[src/rtl/nts_dispatch_arbiter_if.sv]
// nts_dispatch_arbiter_if
//   Bundles the upstream dispatch-FIFO side and the per-engine side of the
//   dispatch arbiter, plus its statistics and busy flag.
//   slave  : the arbiter's view (drives o_* signals, samples i_* signals)
//   master : the environment's view (upstream FIFO + engines + monitors)
// Ports (signals):
//   o_busy                         arbiter not idle
//   i_dispatch_packet_available    upstream holds a complete packet
//   o_dispatch_packet_read_discard release current upstream packet
//   i_dispatch_data_valid [8]      byte-valid mask of last word
//   i_dispatch_fifo_empty          upstream FIFO empty
//   o_dispatch_fifo_rd_en          upstream FIFO pop
//   i_dispatch_fifo_rd_data [64]   upstream FIFO word
//   i_engine_busy [ENGINES]        per-engine busy
//   o_engine_packet_available      per-engine packet available
//   i_engine_packet_read_discard   per-engine release
//   o_engine_data_valid [8]        broadcast byte-valid mask
//   o_engine_fifo_empty            per-engine FIFO empty
//   i_engine_fifo_rd_en            per-engine pop
//   o_engine_fifo_rd_data [64]     broadcast FIFO word
//   o_stat_dispatched / o_stat_dropped [32] packet counters
interface nts_dispatch_arbiter_if #(
    parameter int ENGINES = 4
);
    logic                o_busy;
    logic                i_dispatch_packet_available;
    logic                o_dispatch_packet_read_discard;
    logic [7:0]          i_dispatch_data_valid;
    logic                i_dispatch_fifo_empty;
    logic                o_dispatch_fifo_rd_en;
    logic [63:0]         i_dispatch_fifo_rd_data;
    logic [ENGINES-1:0]  i_engine_busy;
    logic [ENGINES-1:0]  o_engine_packet_available;
    logic [ENGINES-1:0]  i_engine_packet_read_discard;
    logic [7:0]          o_engine_data_valid;
    logic [ENGINES-1:0]  o_engine_fifo_empty;
    logic [ENGINES-1:0]  i_engine_fifo_rd_en;
    logic [63:0]         o_engine_fifo_rd_data;
    logic [31:0]         o_stat_dispatched;
    logic [31:0]         o_stat_dropped;

    modport slave (
        output o_busy,
        input  i_dispatch_packet_available,
        output o_dispatch_packet_read_discard,
        input  i_dispatch_data_valid,
        input  i_dispatch_fifo_empty,
        output o_dispatch_fifo_rd_en,
        input  i_dispatch_fifo_rd_data,
        input  i_engine_busy,
        output o_engine_packet_available,
        input  i_engine_packet_read_discard,
        output o_engine_data_valid,
        output o_engine_fifo_empty,
        input  i_engine_fifo_rd_en,
        output o_engine_fifo_rd_data,
        output o_stat_dispatched,
        output o_stat_dropped
    );

    modport master (
        input  o_busy,
        output i_dispatch_packet_available,
        input  o_dispatch_packet_read_discard,
        output i_dispatch_data_valid,
        output i_dispatch_fifo_empty,
        input  o_dispatch_fifo_rd_en,
        output i_dispatch_fifo_rd_data,
        output i_engine_busy,
        input  o_engine_packet_available,
        output i_engine_packet_read_discard,
        input  o_engine_data_valid,
        input  o_engine_fifo_empty,
        output i_engine_fifo_rd_en,
        input  o_engine_fifo_rd_data,
        input  o_stat_dispatched,
        input  o_stat_dropped
    );
endinterface

[src/rtl/nts_dispatch_arbiter.sv]
// nts_dispatch_arbiter
//   Round-robin scheduler between the receive dispatch FIFO and ENGINES
//   nts_engine instances. One upstream packet is routed to exactly one idle
//   engine; packets that find no idle engine within DROP_TIMEOUT cycles are
//   discarded and counted.
// Ports:
//   i_clk       system clock
//   i_areset_n  asynchronous reset, active low
//   bus         nts_dispatch_arbiter_if.slave (upstream, engine, stats)
module nts_dispatch_arbiter #(
    parameter int ENGINES      = 4,
    parameter int DROP_TIMEOUT = 1024
) (
    input  logic                   i_clk,
    input  logic                   i_areset_n,
    nts_dispatch_arbiter_if.slave  bus
);
    localparam int          SEL_W      = $clog2(ENGINES);
    localparam logic [15:0] TIMER_LAST = 16'(DROP_TIMEOUT - 1);

    typedef enum logic [2:0] {
        S_IDLE,
        S_SELECT,
        S_GRANT,
        S_DROP,
        S_RELEASE
    } state_t;

    state_t             state, state_nxt;
    logic [SEL_W-1:0]   sel, last, pick;
    logic               pick_vld;
    logic [15:0]        timer;
    logic [31:0]        cnt_disp, cnt_drop;

    logic [ENGINES-1:0] eng_avail, eng_empty;
    logic               up_rd_en, up_release;

    wire avail = bus.i_dispatch_packet_available;

    // First idle engine after 'last', wrapping modulo ENGINES.
    always_comb begin
        int               idx;
        logic [SEL_W-1:0] cand;
        pick     = '0;
        pick_vld = 1'b0;
        idx      = 0;
        cand     = '0;
        for (int i = 1; i <= ENGINES; i++) begin
            idx  = (int'(last) + i) % ENGINES;
            cand = SEL_W'(idx);
            if (!pick_vld && !bus.i_engine_busy[cand]) begin
                pick     = cand;
                pick_vld = 1'b1;
            end
        end
    end

    always_ff @(posedge i_clk or negedge i_areset_n) begin
        if (!i_areset_n) state <= S_IDLE;
        else             state <= state_nxt;
    end

    // A free engine is checked before the timeout, so an engine freed in
    // the expiry cycle still wins the packet. A release from the granted
    // engine takes priority over an upstream abort in the same cycle.
    always_comb begin
        state_nxt = state;
        case (state)
            S_IDLE:    if (avail) state_nxt = S_SELECT;
            S_SELECT: begin
                if (!avail)                   state_nxt = S_IDLE;
                else if (pick_vld)            state_nxt = S_GRANT;
                else if (timer == TIMER_LAST) state_nxt = S_DROP;
            end
            S_GRANT: begin
                if (bus.i_engine_packet_read_discard[sel]) state_nxt = S_RELEASE;
                else if (!avail)                           state_nxt = S_IDLE;
            end
            S_DROP:    state_nxt = S_RELEASE;
            S_RELEASE: if (!avail) state_nxt = S_IDLE;
            default:   state_nxt = S_IDLE;
        endcase
    end

    always_ff @(posedge i_clk or negedge i_areset_n) begin
        if (!i_areset_n) begin
            sel      <= '0;
            last     <= SEL_W'(ENGINES - 1);
            timer    <= '0;
            cnt_disp <= '0;
            cnt_drop <= '0;
        end else begin
            case (state)
                S_IDLE: if (avail) timer <= '0;
                S_SELECT: begin
                    if (avail) begin
                        if (pick_vld) begin
                            sel      <= pick;
                            last     <= pick;
                            cnt_disp <= cnt_disp + 32'd1;
                        end else begin
                            timer <= timer + 16'd1;
                        end
                    end
                end
                S_DROP:  cnt_drop <= cnt_drop + 32'd1;
                default: ;
            endcase
        end
    end

    // Routing is purely combinational from the registered grant so the
    // engine sees the FIFO as if directly connected.
    always_comb begin
        eng_avail  = '0;
        eng_empty  = '1;
        up_rd_en   = 1'b0;
        up_release = 1'b0;
        case (state)
            S_GRANT: begin
                eng_avail[sel] = avail;
                eng_empty[sel] = bus.i_dispatch_fifo_empty;
                up_rd_en       = bus.i_engine_fifo_rd_en[sel];
                up_release     = bus.i_engine_packet_read_discard[sel];
            end
            S_DROP:  up_release = 1'b1;
            default: ;
        endcase
    end

    assign bus.o_busy                         = (state != S_IDLE);
    assign bus.o_dispatch_packet_read_discard = up_release;
    assign bus.o_dispatch_fifo_rd_en          = up_rd_en;
    assign bus.o_engine_packet_available      = eng_avail;
    assign bus.o_engine_fifo_empty            = eng_empty;
    assign bus.o_engine_data_valid            = bus.i_dispatch_data_valid;
    assign bus.o_engine_fifo_rd_data          = bus.i_dispatch_fifo_rd_data;
    assign bus.o_stat_dispatched              = cnt_disp;
    assign bus.o_stat_dropped                 = cnt_drop;
endmodule

[src/flat_wrapper.sv]
// flat-port wrapper written by rule: the top's interface ports become plain ports
module nts_dispatch_arbiter_flat 
#(
    parameter int ENGINES      = 4,
    parameter int DROP_TIMEOUT = 1024
)
  (i_clk, i_areset_n, bus_o_busy, bus_i_dispatch_packet_available, bus_o_dispatch_packet_read_discard, bus_i_dispatch_data_valid, bus_i_dispatch_fifo_empty, bus_o_dispatch_fifo_rd_en, bus_i_dispatch_fifo_rd_data, bus_i_engine_busy, bus_o_engine_packet_available, bus_i_engine_packet_read_discard, bus_o_engine_data_valid, bus_o_engine_fifo_empty, bus_i_engine_fifo_rd_en, bus_o_engine_fifo_rd_data, bus_o_stat_dispatched, bus_o_stat_dropped);
  nts_dispatch_arbiter_if #(.ENGINES(ENGINES)) bus_i ();
  input  logic i_clk;
  input  logic i_areset_n;
  output wire logic [$bits(bus_i.o_busy)-1:0] bus_o_busy;
  input wire logic [$bits(bus_i.i_dispatch_packet_available)-1:0] bus_i_dispatch_packet_available;
  output wire logic [$bits(bus_i.o_dispatch_packet_read_discard)-1:0] bus_o_dispatch_packet_read_discard;
  input wire logic [$bits(bus_i.i_dispatch_data_valid)-1:0] bus_i_dispatch_data_valid;
  input wire logic [$bits(bus_i.i_dispatch_fifo_empty)-1:0] bus_i_dispatch_fifo_empty;
  output wire logic [$bits(bus_i.o_dispatch_fifo_rd_en)-1:0] bus_o_dispatch_fifo_rd_en;
  input wire logic [$bits(bus_i.i_dispatch_fifo_rd_data)-1:0] bus_i_dispatch_fifo_rd_data;
  input wire logic [$bits(bus_i.i_engine_busy)-1:0] bus_i_engine_busy;
  output wire logic [$bits(bus_i.o_engine_packet_available)-1:0] bus_o_engine_packet_available;
  input wire logic [$bits(bus_i.i_engine_packet_read_discard)-1:0] bus_i_engine_packet_read_discard;
  output wire logic [$bits(bus_i.o_engine_data_valid)-1:0] bus_o_engine_data_valid;
  output wire logic [$bits(bus_i.o_engine_fifo_empty)-1:0] bus_o_engine_fifo_empty;
  input wire logic [$bits(bus_i.i_engine_fifo_rd_en)-1:0] bus_i_engine_fifo_rd_en;
  output wire logic [$bits(bus_i.o_engine_fifo_rd_data)-1:0] bus_o_engine_fifo_rd_data;
  output wire logic [$bits(bus_i.o_stat_dispatched)-1:0] bus_o_stat_dispatched;
  output wire logic [$bits(bus_i.o_stat_dropped)-1:0] bus_o_stat_dropped;
  assign bus_o_busy = bus_i.o_busy;
  assign bus_i.i_dispatch_packet_available = bus_i_dispatch_packet_available;
  assign bus_o_dispatch_packet_read_discard = bus_i.o_dispatch_packet_read_discard;
  assign bus_i.i_dispatch_data_valid = bus_i_dispatch_data_valid;
  assign bus_i.i_dispatch_fifo_empty = bus_i_dispatch_fifo_empty;
  assign bus_o_dispatch_fifo_rd_en = bus_i.o_dispatch_fifo_rd_en;
  assign bus_i.i_dispatch_fifo_rd_data = bus_i_dispatch_fifo_rd_data;
  assign bus_i.i_engine_busy = bus_i_engine_busy;
  assign bus_o_engine_packet_available = bus_i.o_engine_packet_available;
  assign bus_i.i_engine_packet_read_discard = bus_i_engine_packet_read_discard;
  assign bus_o_engine_data_valid = bus_i.o_engine_data_valid;
  assign bus_o_engine_fifo_empty = bus_i.o_engine_fifo_empty;
  assign bus_i.i_engine_fifo_rd_en = bus_i_engine_fifo_rd_en;
  assign bus_o_engine_fifo_rd_data = bus_i.o_engine_fifo_rd_data;
  assign bus_o_stat_dispatched = bus_i.o_stat_dispatched;
  assign bus_o_stat_dropped = bus_i.o_stat_dropped;
  nts_dispatch_arbiter #(.ENGINES(ENGINES), .DROP_TIMEOUT(DROP_TIMEOUT)) u_core (.i_clk(i_clk), .i_areset_n(i_areset_n), .bus(bus_i));
endmodule
[config.mk]
export PLATFORM = sky130hd
export DESIGN_NAME = nts_dispatch_arbiter_flat
export DESIGN_NICKNAME = d
export VERILOG_FILES = /design/src/rtl/nts_dispatch_arbiter_if.sv /design/src/rtl/nts_dispatch_arbiter.sv /design/src/flat_wrapper.sv
export SDC_FILE = /design/constraint.sdc
export NUM_CORES = 1
export LEC_CHECK = 0
export BUFFER_PORTS_ARGS = -buffer_cell sky130_fd_sc_hd__buf_2
export CORE_MARGIN = 10
export CORE_UTILIZATION = 51
export DETAILED_ROUTE_END_ITERATION = 7
export GPL_TIMING_DRIVEN = 0
export PLACE_DENSITY = 0.87
export REMOVE_ABC_BUFFERS = 1
export SKIP_CTS_REPAIR_TIMING = 1
export SYNTH_ARGS = -nofsm -noshare
export SYNTH_HDL_FRONTEND = slang
export SYNTH_SLANG_ARGS = --single-unit
[constraint.sdc]
create_clock -name i_clk -period 2.81 [get_ports i_clk]
set_input_delay 0.1405 -clock i_clk [delete_from_list [all_inputs] [get_ports i_clk]]
set_output_delay 0.1405 -clock i_clk [all_outputs]
set_load 0.03 [all_outputs]
* Word-level counts from Yosys, hierarchy flattened *
Index checks and enable logic that the tools add are counted.

storage, ports and cells
  output and inout bits = 147
  logic and storage cells = 83
  flip-flop bits (word level) = 87
  input port bits = 88

operators by class
  reductions and logical operators = 15
  add/sub/neg operators = 7
  equal/unequal tests = 9
  muxes and demuxes = 37
  bitwise gates (word level) = 3
  magnitude comparators = 6

operator list
  operator                                                     number
  adder 32 x 1 -> 32 bit (second input constant)               2
  2-to-1 mux 16 bit                                            3
  case mux 16 bit (2 select lines)                             1
  2-to-1 mux 3 bit                                             6
  adder 16 x 1 -> 16 bit (second input constant)               1
  == test 16 x 10 -> 1 bit (second input constant)             1
  less-than comparator 2 x 3 -> 1 bit (second input constant)  5
  case mux 3 bit (5 select lines)                              1
  binary-select mux 1 bit (select 2 bit)                       6
  2-to-1 mux 1 bit                                             12
  2-to-1 mux 2 bit                                             4
  2-to-1 mux 4 bit                                             2
  == test 3 x 2 -> 1 bit (second input constant)               2
  != test 2 bit (second input constant)                        3
  zero test 1 bit                                              5
  adder 2 x 1 -> 2 bit (second input constant)                 2
  adder 2 bit (second input constant)                          2
  AND 4 bit                                                    1
  logical AND 1 bit                                            4
  != test 4 x 2 -> 1 bit (second input constant)               1
  inverter 4 bit                                               1
  bitwise OR 4 bit                                             1
  AND reduction 4 bit                                          1
  == test 3 x 1 -> 1 bit (second input constant)               1
  other kinds (9)                                              9

* Logic depth before layout (Yosys ltp) *
Gate-level depths: netlist of the first run.

  depth in word-level cells = 15
  mapped depth = 7
  mapped depth without buffers = 5

* Worst setup path before layout of the first run *
No wires, ideal clock.

  path kind = register to register
  start = register u_core.cnt_disp[15], in the netlist u_core.bus.o_stat_dispatched[15]
  end = register u_core.cnt_disp[31], in the netlist u_core.bus.o_stat_dispatched[31]
  library setup time = 0.080 ns
  data required time = 2.730 ns
  clock period less this slack = 1.941 ns
  path buffers = 1
  stages on the path, launching flop included = 6
  setup slack = 0.869 ns
  arrival time = 1.861 ns
  path through = dfrtp_1 > nand4_2 > or4_1 > buf_2 > nor4_4 > xor2_1

on the way
  longest elaborated chain between the ends = 1

ends and longest elaborated chain
  item                    line                         text
  start, declared         nts_dispatch_arbiter.sv:33   logic [31:0] cnt_disp, cnt_drop;
  start signal, assigned  nts_dispatch_arbiter.sv:100  cnt_disp <= cnt_disp + 32'd1;
  adder 32 x 1 -> 32 bit  nts_dispatch_arbiter.sv:100

No other way between the ends.
A chain may end at the register's enable or synchronous reset.

* Final worst setup path of the first run *
  start = register u_core.state[2]
  end = register u_core.cnt_drop[26], in the netlist u_core.bus.o_stat_dropped[26]

on the way
  longest elaborated chain between the ends = 1

ends and longest elaborated chain
  item                    line                         text
  start, declared         nts_dispatch_arbiter.sv:29   state_t state, state_nxt;
  start signal, assigned  nts_dispatch_arbiter.sv:60   else state <= state_nxt;
  == test 3 x 2 -> 1 bit  nts_dispatch_arbiter.sv:93   case (state)
  end signal, assigned    nts_dispatch_arbiter.sv:106  S_DROP: cnt_drop <= cnt_drop + 32'd1;
  end, declared           nts_dispatch_arbiter.sv:33

No other way between the ends.

==> impl_metrics.ini, run 1 <==
[floorplanning]
die_width_microns = 118.7
die_area_sq_um = 14090
num_io_pins = 235
rows = 35
core_area_sq_um = 9371
start_util_pct = 53.02
dieHeight_microns = 118.7

[worst_setup_path]
worst_path_largest_cell_delay_ps = 630
critPathKind = reg -> reg
cp.arrival_ps = 2650
crit_cells = 4
start_kind = flop
r2r_cells = 4
path_max_fanout = 13
worstSetupEndpointType = flop
worstPathRequired_ps = 3080
cp_num_buf_inv = 0
crit_start = u_core.state[2]$_DFFE_PN0P_
cp_slowest_cell = nand4_1
critical_path.top_delay_family = simple AND/OR/NAND/NOR gates
cp_cell_sequence = nor2b_1 > nand4_1 > nor4_1 > xor2_1
r2r-start = u_core.state[2]$_DFFE_PN0P_

[yosys]
synth-main-ff-cell = dfrtp_1
synth_seq_area_share_pct = 43.87
syn_area_sq_um = 4969
synthCells = 494
avgSynthCellArea_sq_um = 10.06
synthArstFlopShare_pct = 100.0
ys_ff_latch = 87
yosys_warnings = 0
synth_edf_count = 0
synth.distinct_cells = 52

[cts]
htree_levels = 3
cts.clk_slew.worst_paths_ps = 100
cts_sinks = 87
cts_made_buffers = 9
cts_root_buffer = clkbuf_8
max-clock-path-buffers = 2
clk_latency_ps = 350
cts_tree = done

[sta]
setup_violations = 0
post-route-period-util_pct = 84.82
fin_tns_setup_ps = 0
worst_slew_pin_slew_ps = 1020
fin_worst_skew_ps = 15.72
slew_headroom_pct = 31.71
slew_viol_final = 0
final_hold_viol_count = 0
rsz0062_at_grt = false
fin_ws_ps = 426.6
finalCriticalPeriod_ps = 2383
max_clock_freq_ghz = 0.4196

[routing]
dr_wl_met2_microns = 5912
first_pass_iters = 4
post_drt_via_cell_ratio = 5.941
dr_total_vias = 3814
routed_wl_microns = 16550
wire_per_inst_microns = 25.78
first_iter_violations = 373
highest_layer = met5
drtAntennaViolNets = 0
met3_length_microns = 3197
wl_met1_microns = 7043
route.detailed.drc = 0

[finish]
stdcell_area_sq_um = 5179
final_nets = 599
final_common_cell = buf_2
diodes = 0
drive_above_1_share_pct = 25.54
syn_to_final_growth_pct = 4.231
layout_common_cells = buf_2 (89), dfrtp_1 (85), xor2_1 (40)

[global_route]
antenna_found_initial = 0
grt_pass1_wl_microns = 24730
grt_overflow_total = 0
grt_start_max_net_pins = 54
grt_pass1_vias = 3852
grt_use_total_pct = 22.63

[placed_design]
io_buffers = 90
place.gp.congestion = 0.8238
dpl.hpwl_microns = 12790
postPlaceCellArea_sq_um = 4990
pre_cts_slack_ps = 450.1

[worst_hold_path]
hold_path.class = in -> reg
min-delay-start = bus_i_dispatch_packet_available
holdPathStages = 2

[pwr]
p_leak_nw = 2.555
power_frac_seq_pct = 50.0
comb_power_share_pct = 23.9
switching_power_mw = 1.117
netSwitchingFraction_pct = 35.89
pwr-share-clk_pct = 26.1
vdd_ir_drop_max_v = 0.0004603
intPower_mw = 1.995
p_per_area_nw_per_um2 = 600.9

[job]
maxCapViolations = 0

[outcome]
status = complete, no violations
-- cells in the mapped netlist (7+ instances only) --
cell       n  area [sq um]
dfrtp_1   85          2127
buf_4     72         540.5
xor2_1    40         350.3
nand2_1   31         116.4
xnor2_1   27         236.5
nand3_1   24         120.1
nor3_1    24         120.1
nor2_1    21         78.83
nand4_1   20         125.1
nor4_1    18         112.6
inv_1     15         56.30
and4_1     9         78.83
or3_1      9         56.30
clkbuf_1   8         30.03
buf_2      7         35.03
-- cells by family (layout without fill, tap and decap cells) --
family | Yosys count | in the layout | synth area share [%]
multiplexers | 8 | 8 | 2.266
XOR/XNOR | 67 | 67 | 11.81
AO/OA/AOI/OAI | 30 | 30 | 4.130
flip-flops | 87 | 87 | 43.87
AND/OR/NAND/NOR | 195 | 195 | 23.55
buffers and inverters | 104 | 123 | 13.62
adder cells (fa/ha/maj) | 3 | 3 | 0.7556
-- flip-flops by register name, summed over array words and instances, names as in the netlist --
signal and flops:
u_core.bus.o_stat_dispatched 32, u_core.bus.o_stat_dropped 32, u_core.timer 16, u_core.state 3
u_core.last 2, u_core.sel 2
-- worst register-to-register path, delay by kind of cell (launching register included) --
kind                      cells  cell delay, ps
and+or+nand+nor               3            1590
xor gates and xnor gates      1             220
DFF                           1             490
-- per-layer routing --
| metal | vias to the layer above | GRT usage [%] |
|---|---|---|
| met3 | 25 | 20.75 |
| met4 | 8 | 4.046 |
| met2 | 239 | 26.42 |
| met1 | 1854 | 28.39 |
| met5 | - | 13.54 |
| li1 | 1688 | - |
-- cell type report --
class	count	area, sq um
tap	129	161.4
timing repair buffer	92	490.5
sequential	87	2180
clock buffer	9	123.9
fill	817	4193
clock inverter	7	55.05
inverter	15	56.30
multi-input combinational	303	2112
-- power groups by stage --
stage / combinational (mW) / sequential [mW] / clock (mW)
6_report: 0.743 / 1.56 / 0.812
2_1_floorplan: 0.438 / 1.62 / 0
3_3_place_gp: 0.720 / 1.56 / 0
4_1_cts: 0.751 / 1.55 / 0.829
5_1_grt: 0.808 / 1.59 / 0.888
3_5_place_dp: 0.747 / 1.57 / 0
-- metrics by stage --
| step | total power, mW | utilization [%] | cells | hold slack [ps] |
|---|---|---|---|---|
| 2_1_floorplan | 2.063 | - | 405 | -155.1 |
| 3_3_place_gp | 2.281 | 52.92 | 624 | 282.7 |
| 3_5_place_dp | 2.322 | 53.24 | 625 | 140.4 |
| 4_1_cts | 3.132 | 55.15 | 641 | -243.9 |
| 5_1_grt | 3.281 | 55.26 | 642 | 151.9 |
| 6_report | 3.112 | 55.26 | 642 | 161.6 |
-- path summary, 6_finish.rpt --
check	endpoint	slack [ps]
setup / recovery	u_core.bus.o_stat_dropped[26]$_DFFE_PN0P_	430
hold / removal	u_core.state[1]$_DFFE_PN0P_	160
setup reg to reg	u_core.bus.o_stat_dropped[26]$_DFFE_PN0P_	430
hold reg to reg	u_core.bus.o_stat_dispatched[31]$_DFFE_PN0P_	460
max in group asynchronous	u_core.bus.o_stat_dispatched[27]$_DFFE_PN0P_	1890
min in group asynchronous	u_core.state[2]$_DFFE_PN0P_	290
No activity file was read; power rests on OpenSTA's default activity.
==> run 2, diff against run 1 <==
- CORE_UTILIZATION: 51 -> 43
- PLACE_DENSITY: 0.87 -> 0.78
- clock period: 2.81 -> 2.1 ns (I/O delays scaled with it)
==> impl_metrics.ini, run 2 (synthesis gave the netlist of run 1 again) <==
[routing]
wire_per_inst_microns = 25.60
route.detailed.drc = 0
dr_total_vias = 3892
routed_wl_microns = 16870
first_pass_iters = 5
first_iter_violations = 331
post_drt_via_cell_ratio = 5.906
drtAntennaViolNets = 0

[cts]
max-clock-path-buffers = 2
htree_levels = 3
clk_latency_ps = 340
cts.clk_slew.worst_paths_ps = 60
cts_tree = done
cts_sinks = 87
cts_root_buffer = clkbuf_16
cts_made_buffers = 9

[worst_setup_path]
r2r_cells = 4
reg2reg_slack_ps = 70
cp.arrival_ps = 2250
r2r-start = u_core.state[2]$_DFFE_PN0P_
start_kind = flop
r2r-end = u_core.timer[15]$_DFFE_PN0P_
critPathKind = reg -> reg
worstPathRequired_ps = 2320
worstSetupEndpointType = flop
crit_start = u_core.state[2]$_DFFE_PN0P_
path_max_fanout = 10

[pwr]
p_per_area_nw_per_um2 = 894.8
comb_power_share_pct = 21.1
netSwitchingFraction_pct = 31.86
p_leak_nw = 2.642
vdd_ir_drop_max_v = 0.0008501
switching_power_mw = 1.542
power_frac_seq_pct = 43.8
intPower_mw = 3.299
power_mw = 4.841
pwr-share-clk_pct = 35.0

[placed_design]
place.gp.congestion = 0.7978
dpl.hpwl_microns = 12710
pre_cts_slack_ps = -318.5
io_buffers = 90

[global_route]
grt_use_met3_pct = 17.04
grt_start_max_net_pins = 45
grt_use_total_pct = 20.26
grt_overflow_total = 0
grt_pass1_vias = 3879
grt_pass1_wl_microns = 25020
antenna_found_initial = 0
use_met1_pct = 25.94
grt_use_met2_pct = 23.51
top_usage_layer = met1

[worst_hold_path]
holdPathStages = 3
min_to = u_core.last[1]$_DFFE_PN1P_
min-delay-start = bus_i_engine_busy[2]
hold_path.class = in -> reg

[floorplanning]
num_io_pins = 235
core_area_sq_um = 11370
dieHeight_microns = 127.5
die_area_sq_um = 16250
die_width_microns = 127.5
start_util_pct = 43.70
rows = 39

[sta]
fin_ws_ps = 73.97
holdWs_ps = 141.5
post-route-period-util_pct = 96.48
worst_slew_pin_slew_ps = 690.9
finalCriticalPeriod_ps = 2026
slew_viol_final = 0
fin_tns_setup_ps = 0
fin_worst_skew_ps = 5.321
slew_headroom_pct = 53.89
rsz0062_at_grt = false
final_hold_viol_count = 0
setup_violations = 0
max_clock_freq_ghz = 0.4936

[finish]
final_common_cell = buf_2
syn_to_final_growth_pct = 8.889
diodes = 0
multi_input_area_sq_um = 2171
post-route-util_pct = 47.58
layout_common_cells = buf_2 (89), dfrtp_1 (82), xor2_1 (40)
fill_cells = 1031
final_nets = 602
drive_above_1_share_pct = 27.71
seq_area_sq_um = 2183

[job]
maxCapViolations = 0

[outcome]
status = complete, no violations
==> run 2: critical path, stage by stage (launching register included) <==
cell	delay [ps]
dfrtp_2	500
nand4bb_4	310
or3_4	470
nor4_1	250
mux2_2	370
==> run 2: power groups by stage <==
| stage | registers (mW) | logic [mW] | clock network [mW] |
|---|---|---|---|
| floorplan | 2.17 | 0.586 | 0 |
| finish | 2.12 | 1.02 | 1.70 |
| global route | 2.16 | 1.12 | 1.80 |
| detailed placement | 2.12 | 1.01 | 0 |
| global placement | 2.10 | 0.970 | 0 |
| CTS | 2.09 | 1.01 | 1.73 |
==> run 2: stage by stage <==
step           cell area, sq um  std cells
2_1_floorplan              4348        405
3_3_place_gp               4977        638
3_5_place_dp               5000        639
4_1_cts                    5315        655
5_1_grt                    5410        659
6_report                   5410        659
==> run 2: how the worst max path moves through the flow <==
stage | endpoint | cells after the start
4_1_cts | u_core.bus.o_stat_dropped[28]$_DFFE_PN0P_ | 4
3_5_place_dp | u_core.bus.o_stat_dropped[28]$_DFFE_PN0P_ | 4
3_3_place_gp | u_core.bus.o_stat_dropped[28]$_DFFE_PN0P_ | 4
2_1_floorplan | u_core.bus.o_stat_dispatched[31]$_DFFE_PN0P_ | 4
6_report | u_core.timer[15]$_DFFE_PN0P_ | 4
5_1_grt | u_core.timer[15]$_DFFE_PN0P_ | 4
==> run 2: layout make-up <==
cell class | count | share of cell area [%]
Clock buffer | 11 | 4.302
Timing Repair Buffer | 95 | 9.343
Sequential cell | 87 | 40.36
Clock inverter | 5 | 1.526
Tap cell | 143 | 3.307
Inverter | 15 | 1.041
Multi-Input combinational cell | 303 | 40.12
==> run 2: layer usage <==
metal	up-vias	part of all wire (%)
met5	-	1.5
met4	8	1.2
met3	30	18
met2	237	36
met1	1930	42
li1	1687	-
